==> config.mk <==
export PLATFORM = sky130hd
export DESIGN_NAME = sparse_batch_accum
export DESIGN_NICKNAME = d
export VERILOG_FILES = /design/src/rtl/sparse_batch_accum_pkg.sv /design/src/rtl/sparse_batch_accum_mac_stage.sv /design/src/rtl/sparse_batch_accum.sv
export SDC_FILE = /design/constraint.sdc
export NUM_CORES = 2
export LEC_CHECK = 0
export ABC_AREA = 1
export CAP_MARGIN = 20
export CORE_MARGIN = 2
export CORE_UTILIZATION = 39
export CTS_CLUSTER_DIAMETER = 60
export CTS_CLUSTER_SIZE = 40
export DETAILED_ROUTE_END_ITERATION = 8
export PLACE_DENSITY = 0.51
export SYNTH_ARGS = -nofsm -noshare
export SYNTH_HDL_FRONTEND = slang
export SYNTH_SLANG_ARGS = --single-unit
==> constraint.sdc <==
create_clock -name clk -period 20.9 [get_ports clk]
set_clock_uncertainty 0.1 [all_clocks]
set_input_delay 3.135 -clock clk [delete_from_list [all_inputs] [get_ports clk]]
set_output_delay 3.135 -clock clk [all_outputs]
set_load 0.05 [all_outputs]
==> src/rtl/sparse_batch_accum_pkg.sv <==
// Shared parameters, width helper and FSM state type for the sparse batch accumulator.
// The optional saturating accumulation is enabled with the GLB_ACC_SAT_EN macro.
package sparse_batch_accum_pkg;

  localparam int DATA_W = 8;
  localparam int RES_W  = 32;
  localparam int IDX_W  = 4;
  localparam int BATCH  = 32;

  // Bits needed to encode values 0..v-1 (never less than one bit).
  function automatic int bw(input int v);
    if (v <= 2) begin
      return 1;
    end else begin
      return $clog2(v);
    end
  endfunction

  typedef enum logic [1:0] {
    ACCUM = 2'd0,
    FLUSH = 2'd1,
    DRAIN = 2'd2
  } state_t;

endpackage

==> src/rtl/sparse_batch_accum_mac_stage.sv <==
// sparse_mac_stage: registered signed multiply followed by sign-extend and accumulate add.
// With GLB_ACC_SAT_EN the add clamps to the signed RES_W range and reports saturation.
module sparse_mac_stage #(
  parameter int DATA_W = sparse_batch_accum_pkg::DATA_W,
  parameter int RES_W  = sparse_batch_accum_pkg::RES_W,
  parameter int IDX_W  = sparse_batch_accum_pkg::IDX_W
) (
  input  logic              clk,
  input  logic              rst,
  input  logic              accept,
  input  logic [DATA_W-1:0] in_data,
  input  logic [DATA_W-1:0] in_weight,
  input  logic [IDX_W-1:0]  in_idx,
  input  logic [RES_W-1:0]  acc_cur,
  output logic              s1_valid,
  output logic [IDX_W-1:0]  s1_idx,
  output logic [RES_W-1:0]  acc_new
`ifdef GLB_ACC_SAT_EN
  , output logic            sat
`endif
);

  logic signed [2*DATA_W-1:0] prod;
  logic signed [RES_W-1:0]    prod_ext;

  // Stage 1: capture the product and its target index.
  always_ff @(posedge clk or posedge rst) begin
    if (rst) begin
      s1_valid <= 1'b0;
      s1_idx   <= '0;
      prod     <= '0;
    end else begin
      s1_valid <= accept;
      if (accept) begin
        prod   <= $signed(in_data) * $signed(in_weight);
        s1_idx <= in_idx;
      end
    end
  end

  assign prod_ext = RES_W'(prod);

`ifdef GLB_ACC_SAT_EN
  logic [RES_W:0] wide;
  logic           ovf;

  assign wide = {acc_cur[RES_W-1], acc_cur} + {prod_ext[RES_W-1], prod_ext};
  assign ovf  = (wide[RES_W] != wide[RES_W-1]);
  assign sat  = s1_valid & ovf;

  // Stage 2: clamp toward the sign of the true (RES_W+1)-bit sum on overflow.
  always_comb begin
    if (ovf) begin
      acc_new = wide[RES_W] ? {1'b1, {(RES_W-1){1'b0}}} : {1'b0, {(RES_W-1){1'b1}}};
    end else begin
      acc_new = wide[RES_W-1:0];
    end
  end
`else
  assign acc_new = acc_cur + prod_ext;
`endif

endmodule

==> src/rtl/sparse_batch_accum.sv <==
// Sparse batch accumulator: accumulates signed products into 2**IDX_W slots over BATCH samples,
// then drains the slots in index order. GLB_ACC_SAT_EN adds saturation and a sticky sat_flag.
module sparse_batch_accum #(
  parameter int DATA_W = sparse_batch_accum_pkg::DATA_W,
  parameter int RES_W  = sparse_batch_accum_pkg::RES_W,
  parameter int IDX_W  = sparse_batch_accum_pkg::IDX_W,
  parameter int BATCH  = sparse_batch_accum_pkg::BATCH
) (
  input  logic              clk,
  input  logic              rst,
  input  logic              in_valid,
  output logic              in_ready,
  input  logic [DATA_W-1:0] in_data,
  input  logic [DATA_W-1:0] in_weight,
  input  logic [IDX_W-1:0]  in_idx,
  input  logic              in_last,
  output logic              out_valid,
  input  logic              out_ready,
  output logic [RES_W-1:0]  out_data,
  output logic [IDX_W-1:0]  out_idx,
  output logic              out_last,
  output logic [sparse_batch_accum_pkg::bw(BATCH+1)-1:0] sample_cnt
`ifdef GLB_ACC_SAT_EN
  , output logic            sat_flag
`endif
);

  import sparse_batch_accum_pkg::*;

  localparam int NACC  = 2**IDX_W;
  localparam int CNT_W = sparse_batch_accum_pkg::bw(BATCH+1);

  state_t             state, state_nxt;
  logic [IDX_W-1:0]   ptr, ptr_nxt;
  logic [CNT_W-1:0]   cnt_nxt;
  logic               in_ready_nxt;
  logic               accept, handshake;
  logic               s1_valid;
  logic [IDX_W-1:0]   s1_idx;
  logic [RES_W-1:0]   acc_new;
  logic [RES_W-1:0]   acc [NACC];

  assign accept    = in_valid & in_ready;
  assign handshake = out_valid & out_ready;

  // Drain outputs come straight from registers so reset clears them immediately.
  assign out_valid = (state == DRAIN);
  assign out_data  = out_valid ? acc[ptr] : '0;
  assign out_idx   = out_valid ? ptr : '0;
  assign out_last  = out_valid & (&ptr);

`ifdef GLB_ACC_SAT_EN
  logic sat;

  sparse_mac_stage #(.DATA_W(DATA_W), .RES_W(RES_W), .IDX_W(IDX_W)) u_mac (
    .clk(clk), .rst(rst), .accept(accept),
    .in_data(in_data), .in_weight(in_weight), .in_idx(in_idx),
    .acc_cur(acc[s1_idx]), .s1_valid(s1_valid), .s1_idx(s1_idx),
    .acc_new(acc_new), .sat(sat)
  );

  // Sticky saturation flag, cleared when the final drain word is taken.
  always_ff @(posedge clk or posedge rst) begin
    if (rst) begin
      sat_flag <= 1'b0;
    end else if (handshake && out_last) begin
      sat_flag <= 1'b0;
    end else begin
      sat_flag <= sat_flag | sat;
    end
  end
`else
  sparse_mac_stage #(.DATA_W(DATA_W), .RES_W(RES_W), .IDX_W(IDX_W)) u_mac (
    .clk(clk), .rst(rst), .accept(accept),
    .in_data(in_data), .in_weight(in_weight), .in_idx(in_idx),
    .acc_cur(acc[s1_idx]), .s1_valid(s1_valid), .s1_idx(s1_idx),
    .acc_new(acc_new)
  );
`endif

  // Next-state, drain pointer and sample counter logic.
  always_comb begin
    state_nxt = state;
    ptr_nxt   = ptr;
    cnt_nxt   = sample_cnt;
    case (state)
      ACCUM: begin
        if (accept && in_last) begin
          cnt_nxt = sample_cnt + 1'b1;
          if (cnt_nxt == CNT_W'(BATCH)) begin
            state_nxt = FLUSH;
          end
        end
      end
      FLUSH: begin
        // Only stage 1 can hold work; stage 2 retires on the same edge.
        if (!s1_valid) begin
          state_nxt = DRAIN;
          ptr_nxt   = '0;
        end
      end
      DRAIN: begin
        if (out_ready) begin
          ptr_nxt = ptr + 1'b1;
          if (&ptr) begin
            state_nxt = ACCUM;
            cnt_nxt   = '0;
          end
        end
      end
      default: begin
        state_nxt = ACCUM;
      end
    endcase
    in_ready_nxt = (state_nxt == ACCUM);
  end

  // Control registers; in_ready is registered so it is low during reset.
  always_ff @(posedge clk or posedge rst) begin
    if (rst) begin
      state      <= ACCUM;
      ptr        <= '0;
      sample_cnt <= '0;
      in_ready   <= 1'b0;
    end else begin
      state      <= state_nxt;
      ptr        <= ptr_nxt;
      sample_cnt <= cnt_nxt;
      in_ready   <= in_ready_nxt;
    end
  end

  // Accumulator array: stage-2 write-back, and clear-on-read while draining.
  always_ff @(posedge clk or posedge rst) begin
    if (rst) begin
      for (int i = 0; i < NACC; i++) begin
        acc[i] <= '0;
      end
    end else begin
      if (s1_valid) begin
        acc[s1_idx] <= acc_new;
      end
      if (handshake) begin
        acc[ptr] <= '0;
      end
    end
  end

endmodule

# [Yosys cells after proc, flatten, opt, wreduce, memory -nomap -nowiden]
# Cells that the tools add are included.
[word_totals] output_inout_bits=45 word_cells=83 register_bits=546
[classes] n_mul=1 n_eq_ne=7 magnitude_cmp=4 n_mux=28 reduce_logical=10 n_addsub=3 n_bitwise=7
[ops] operator="$mux 512" n=2
[ops] operator="$and 512x512->512" n=1
[ops] operator="$bwmux 512" n=1
[ops] operator="$not 512->512" n=1
[ops] operator="$bmux 32 s4" n=2
[ops] operator="$demux 32 s4" n=2
[ops] operator="$mux 32" n=7
[ops] operator="$add 32x32->32" n=1
[ops] operator="$mux 6" n=3
[ops] operator="$mul 8x8->16" n=1
[ops] operator="$mux 4" n=3
[ops] operator="$pmux 6 s2" n=1
[ops] operator="$ge 5x5->1 const B" n=2
[ops] operator="$lt 5x1->1 const B" n=2
[ops] operator="$mux 2" n=5
[ops] operator="$not 4->5" n=2
[ops] operator="$pmux 4 s2" n=1
[ops] operator="$reduce_and 4->1" n=2
[ops] operator="$add 6x1->6 const B" n=1
[ops] operator="$eq 6x6->1 const B" n=1
[ops] operator="$pmux 2 s3" n=1
[ops] operator="$add 4x1->4 const B" n=1
[ops] operator="$logic_not 2->1" n=2
[ops] operator="$ne 2x1->1 const B" n=2
[ops] operator="other kinds (7)" n=13

# [Logic depth before layout (Yosys ltp)]
[depth] word_depth=9 mapped_depth=24

# [Modules after synthesis]
# From an unflattened synthesis, not the netlist that was laid out.
[hier_totals] cells_unflattened=5102 hier_area_um2=36173.4
[by_module_without_submodules] module="sparse_batch_accum" n_inst=1 area_each_um2=30347.9 seq_area_each_um2=13137.6 cells_per_inst=4164
[by_module_without_submodules] module="sparse_mac_stage" n_inst=1 area_each_um2=5825.6 seq_area_each_um2=525.5 cells_per_inst=938

# [Worst setup path after synthesis]
# No wires, ideal clock.
[synth_path] kind="input -> register" startpoint="input in_weight[2]" endpoint="register u_mac.prod[13]" arrival_time_ps=6713 slack_ps=13970 cell_stages=17 path_buffers=1 path_cell_list="clkbuf_1 -> nand2_1 -> fa_1 -> inv_1 -> fa_1 -> fa_1 -> inv_1 -> fa_1 -> inv_1 -> ha_1 -> a21oi_1 -> a21boi_0 -> o21ai_0 -> nand3_1 -> nand3_1 -> nand3_1 -> nand2_1"
[synth_between] elab_chain_cells=1
[synth_lines] item="start: declaration" line_no="sparse_batch_accum.sv:14" rtl="input logic [DATA_W-1:0] in_weight,"
[synth_lines] item="$mul 8x8->16" line_no="sparse_batch_accum_mac_stage.sv:35" rtl="prod <= $signed(in_data) * $signed(in_weight);"
[synth_lines] item="end signal: assignment" line_no="sparse_batch_accum_mac_stage.sv:35"
[synth_lines] item="end: declaration" line_no="sparse_batch_accum_mac_stage.sv:23" rtl="logic signed [2*DATA_W-1:0] prod;"
# Every way passes these cells.
# A chain may end at the register's enable or synchronous reset.

# [Worst setup path in the final report]
[layout_path] startpoint="register ptr[1]" endpoint="output out_data[13]"
[layout_between] elab_chain_cells=5
[layout_lines] item="start: declaration" line_no="sparse_batch_accum.sv:34" rtl="logic [IDX_W-1:0] ptr, ptr_nxt;"
[layout_lines] item="start signal: assignment" line_no="sparse_batch_accum.sv:127" rtl="ptr <= ptr_nxt;"
[layout_lines] item="$not 4->5 (not written as such)" line_no="sparse_batch_accum.sv:48" rtl="assign out_data = out_valid ? acc[ptr] : '0;"
[layout_lines] item="$bmux 32 s4" line_no="sparse_batch_accum.sv:48"
[layout_lines] item="$mux 32 (not written as such) (2 in a row)" line_no="sparse_batch_accum.sv:48"
[layout_lines] item="$mux 32" line_no="sparse_batch_accum.sv:48"
[layout_lines] item="end: declaration" line_no="sparse_batch_accum.sv:19" rtl="output logic [RES_W-1:0] out_data,"
# Every way passes these cells. The select of a mux whose other input is x is not followed.

==> results.rst <==
.. list-table::
   :header-rows: 1

   * - Metric
     - Value
   * - Most numerous cell types in the synthesized netlist
     - 1130 x inv_1, 766 x a21oi_1, 721 x o21ai_0, 702 x nand2_1, 546 x dfrtp_1
   * - Measured slew at the worst slew-check pin
     - 1.13 ns
   * - Unrepaired setup endpoints after global routing
     - false
   * - Destination of the worst hold path
     - state[0]
   * - First-pass iteration count of the detailed router
     - 6
   * - Layout fillers
     - 9891
   * - CP Capture Type
     - output port
   * - Flop pwr share
     - 0.288
   * - Number of design-rule violations left by the first detailed-router iteration
     - 4007
   * - Clock Tree Buf Depth
     - 3
   * - Kind of cell with the highest combined delay on the critical path
     - buffers and inverters
   * - Die width
     - approximately 310 µm
   * - Total standard cell area after synthesis
     - between 30000 and 40000 µm²
   * - Area used by multi-input combinational logic
     - around 18000 µm²
   * - Global-route wire length before repair
     - 238 mm
   * - Placed Instances
     - roughly 6400
   * - Total number of H-tree levels
     - 3
   * - Peak ir drop on the vdd network
     - between 0.00008 and 0.00009 V
   * - Cell depth of the worst setup path
     - 10
   * - Clock-pin slew reported for the worst setup and hold paths after clock tree synthesis
     - 0.07 ns
   * - Dominant cell type by area after synthesis
     - dfrtp_1
   * - Area of the die
     - 97200 µm²
   * - Slew HR
     - 0.240
   * - Total via count in the routed design
     - 36890
   * - Upper clock frequency limit
     - about 0.12 GHz
   * - Layout Cells excl Fill
     - 6519
   * - Cells along the critical path
     - inv_4, buf_4, buf_4, a21oi_1, o21ai_0, a21oi_1, or2_0, nor3_1, nor2_1, clkdlybuf4s50_1
   * - Number of antenna-violating nets in the routed design
     - 0
   * - Setup slack of the worst register-to-register path
     - 14.57 ns
   * - # Max-Cap Violations
     - 0
   * - Global router's overall resource usage
     - 0.328
   * - Result of the run
     - finished clean
   * - FFs w/ async S/R, synth
     - 1.00
   * - Die Y-Extent
     - 312 µm
   * - Pin count of the biggest net entering global routing
     - 160
   * - I/O pin total
     - 70
   * - Top fanout value on the critical path
     - a little under 60
   * - Leading post-synthesis cells by cell area
     - dfrtp_1 37%, inv_1 11%, a21oi_1 10%, o21ai_0 9.8%, nand2_1 7.1%
   * - Sort of element at the start of the critical path
     - flip-flop
   * - Most frequently used cell type in the post-synthesis netlist
     - inv_1
   * - DRC violation count after routing
     - 0
   * - Number of hold buffers added after CTS
     - 0
   * - Hold Crit Depth
     - 1
   * - Combinational share of power
     - 0.501
   * - Cell count after synthesis
     - 5353
   * - Hold path start
     - state[1]
   * - Leakage power summed over all cells
     - roughly 0.021 µW
   * - Average wire per standard cell
     - 24.8 µm
   * - Area occupied by registers
     - 13700 µm²
   * - Synthesized flop and latch total
     - between 500 and 600
   * - Overflow left after global routing
     - 0
   * - Post-synth top area share
     - 0.370
   * - Final critical path time including I/O delays and setup
     - 8.57 ns
   * - Standard cell core area
     - around 94000 µm²
   * - Number of setup violations in the final report
     - 0
   * - Internal
     - 3300 µW
   * - Average instance area after synthesis
     - 6.90 µm²
   * - Sw power
     - 3160 µW
   * - Yosys cell types
     - 40
   * - Post-synth EDFFs
     - 0
   * - Clock latency at the later pin of the worst-skew pair
     - 0.67 ns
   * - Starting utilization of the core area
     - 0.395
   * - Pwr dens
     - 157 nW/µm²
   * - Area Growth Syn to Fin
     - 11.1%
   * - Period utilization
     - 0.410
   * - Root buffer cell
     - clkbuf_16
   * - Portion of the post-synthesis area used by sequential elements
     - 0.370
   * - Critical path start-end classification
     - reg -> out
   * - Worst r2r dst
     - acc[146]
   * - Register-to-Register Path Depth
     - 19
   * - Post_cts resized
     - 0
   * - TritonCTS clock tree
     - done
   * - Power share of the clock group
     - 0.212
   * - Cell Rows
     - roughly 110
   * - HPWL after detailed placement
     - 92.9 mm
   * - Final hold violation count
     - 0
   * - Fraction of layout cells with a size suffix above 1
     - 0.0568
   * - Final layout net count
     - 5351
   * - Final estimated routing congestion in global placement
     - 0.939
   * - Total wire length after detailed routing
     - 162 mm
   * - Via count of the first global-routing pass
     - 34926
   * - Setup TNS
     - 0 ns
   * - Worst min path class
     - reg -> reg
   * - Inserted Clock Buffers
     - 71
   * - CP Buf/Inv Count
     - 4
   * - Switching part of the total power
     - 0.489
   * - Req. time, crit path
     - 17.67 ns
   * - Net Count, Synth
     - ~5500
   * - Peak per-stage delay on the critical path
     - 0.86 ns
   * - Initial antenna violation count
     - 2
   * - Startpoint of the lowest-slack register-to-register path
     - u_mac.s1_idx[0]
   * - Buffers on Ports
     - between 60 and 70
   * - Slew Limit Fails
     - 0
   * - Via density per instance
     - between 5 and 6
   * - Cell type of the slowest stage on the worst timing path
     - nor3_1
   * - Number of setup buffers added after CTS
     - 0
   * - Arrival time at the worst endpoint
     - 5.34 ns
   * - Syn. warnings
     - 0
   * - Most used DFF post-synth
     - dfrtp_1
   * - Total number of clock tree sinks
     - about 550
[layout by cell type, fill, tap and decap left out, types with 8 or more instances in the layout]
master           count
nor2_1             149
inv_1             1122
nor2_4              25
inv_2               30
ha_1                65
nand3_1            302
nand2_1            701
or2_0               20
clkbuf_16           73
xor2_2               9
buf_4               81
o21ai_0            721
bufinv_16            9
nor2_2              11
a21oi_1            766
nor3_1              42
clkinv_2             8
xnor2_1              9
inv_6               13
o21ai_1             72
o22ai_1            160
o21bai_1            34
nand4_1             42
fa_1                56
dfrtp_1            544
inv_8                8
o211ai_1            46
clkdlybuf4s50_1     69
[power by group through the flow]
| stage | Clock [µW] | Sequential (µW) | Combinational (µW) |
|---|---|---|---|
| 2_1_floorplan | 0 | 1790 | 2320 |
| 3_3_place_gp | 0 | 1860 | 3140 |
| 3_5_place_dp | 0 | 1860 | 3160 |
| 4_1_cts | 1380 | 1850 | 3180 |
| 5_1_grt | 1420 | 1910 | 3620 |
| 6_report | 1370 | 1860 | 3230 |
[metrics by stage]
step	utilization	setup WS, ns	cell area [µm²]	power, µW	hold WS (ns)
2_1_floorplan	-	2.40	36900	4110	0.355
4_1_cts	0.438	12.55	41000	6400	0.429
3_5_place_dp	0.411	13.19	38500	5020	0.407
6_report	0.438	12.33	41000	6460	0.426
3_3_place_gp	0.411	13.21	38500	5000	0.409
5_1_grt	0.438	12.34	41000	6950	0.456
[sequential cells by signal (all words and copies together), names as in the netlist]
signal and flops:
acc 512, u_mac.prod 16, sample_cnt 6, ptr 4
u_mac.s1_idx 4, state 2, in_ready 1, u_mac.s1_valid 1
[how the worst max path moves through the flow]
stage | start | to | slack, ns
3_3_place_gp | in_weight[7] | u_mac.prod[13] | 13.21
3_5_place_dp | in_weight[7] | u_mac.prod[13] | 13.19
6_report | ptr[1] | out_data[13] | 12.33
4_1_cts | ptr[1] | out_data[19] | 12.55
2_1_floorplan | rst | acc[0] | 2.40
5_1_grt | ptr[1] | out_data[13] | 12.34
[final cells by class]
cell class | instances | share of cell area
multi-input cells | 3272 | 0.427
diodes | 2 | 0.000122
flip-flops and latches | 546 | 0.333
inverters | 1163 | 0.107
well taps | 1254 | 0.0382
clock buffers | 84 | 0.0465
repair buffers | 151 | 0.0321
clock inverters | 47 | 0.0156
[metal layers]
metal / wire length [µm] / up-vias / global-route usage
li1: - / 16946 / -
met4: 6670 / 0 / 0.129
met2: 72600 / 1896 / 0.520
met5: 0 / - / 0
met1: 67300 / 17683 / 0.446
met3: 15100 / 365 / 0.0568
[cell families (layout without fill, tap and decap cells)]
group,Yosys count,after routing,synth area share
and+or+nand+nor,1311,1311,0.153
adders and majority gates,121,121,0.0524
buffers and inverters,1535,1445,0.161
DFF,546,546,0.370
AOI/OAI and AO/OA,1815,1815,0.258
other,0,2,0
xor gates and xnor gates,25,25,0.00593
Power figures use the tool's default switching activity.
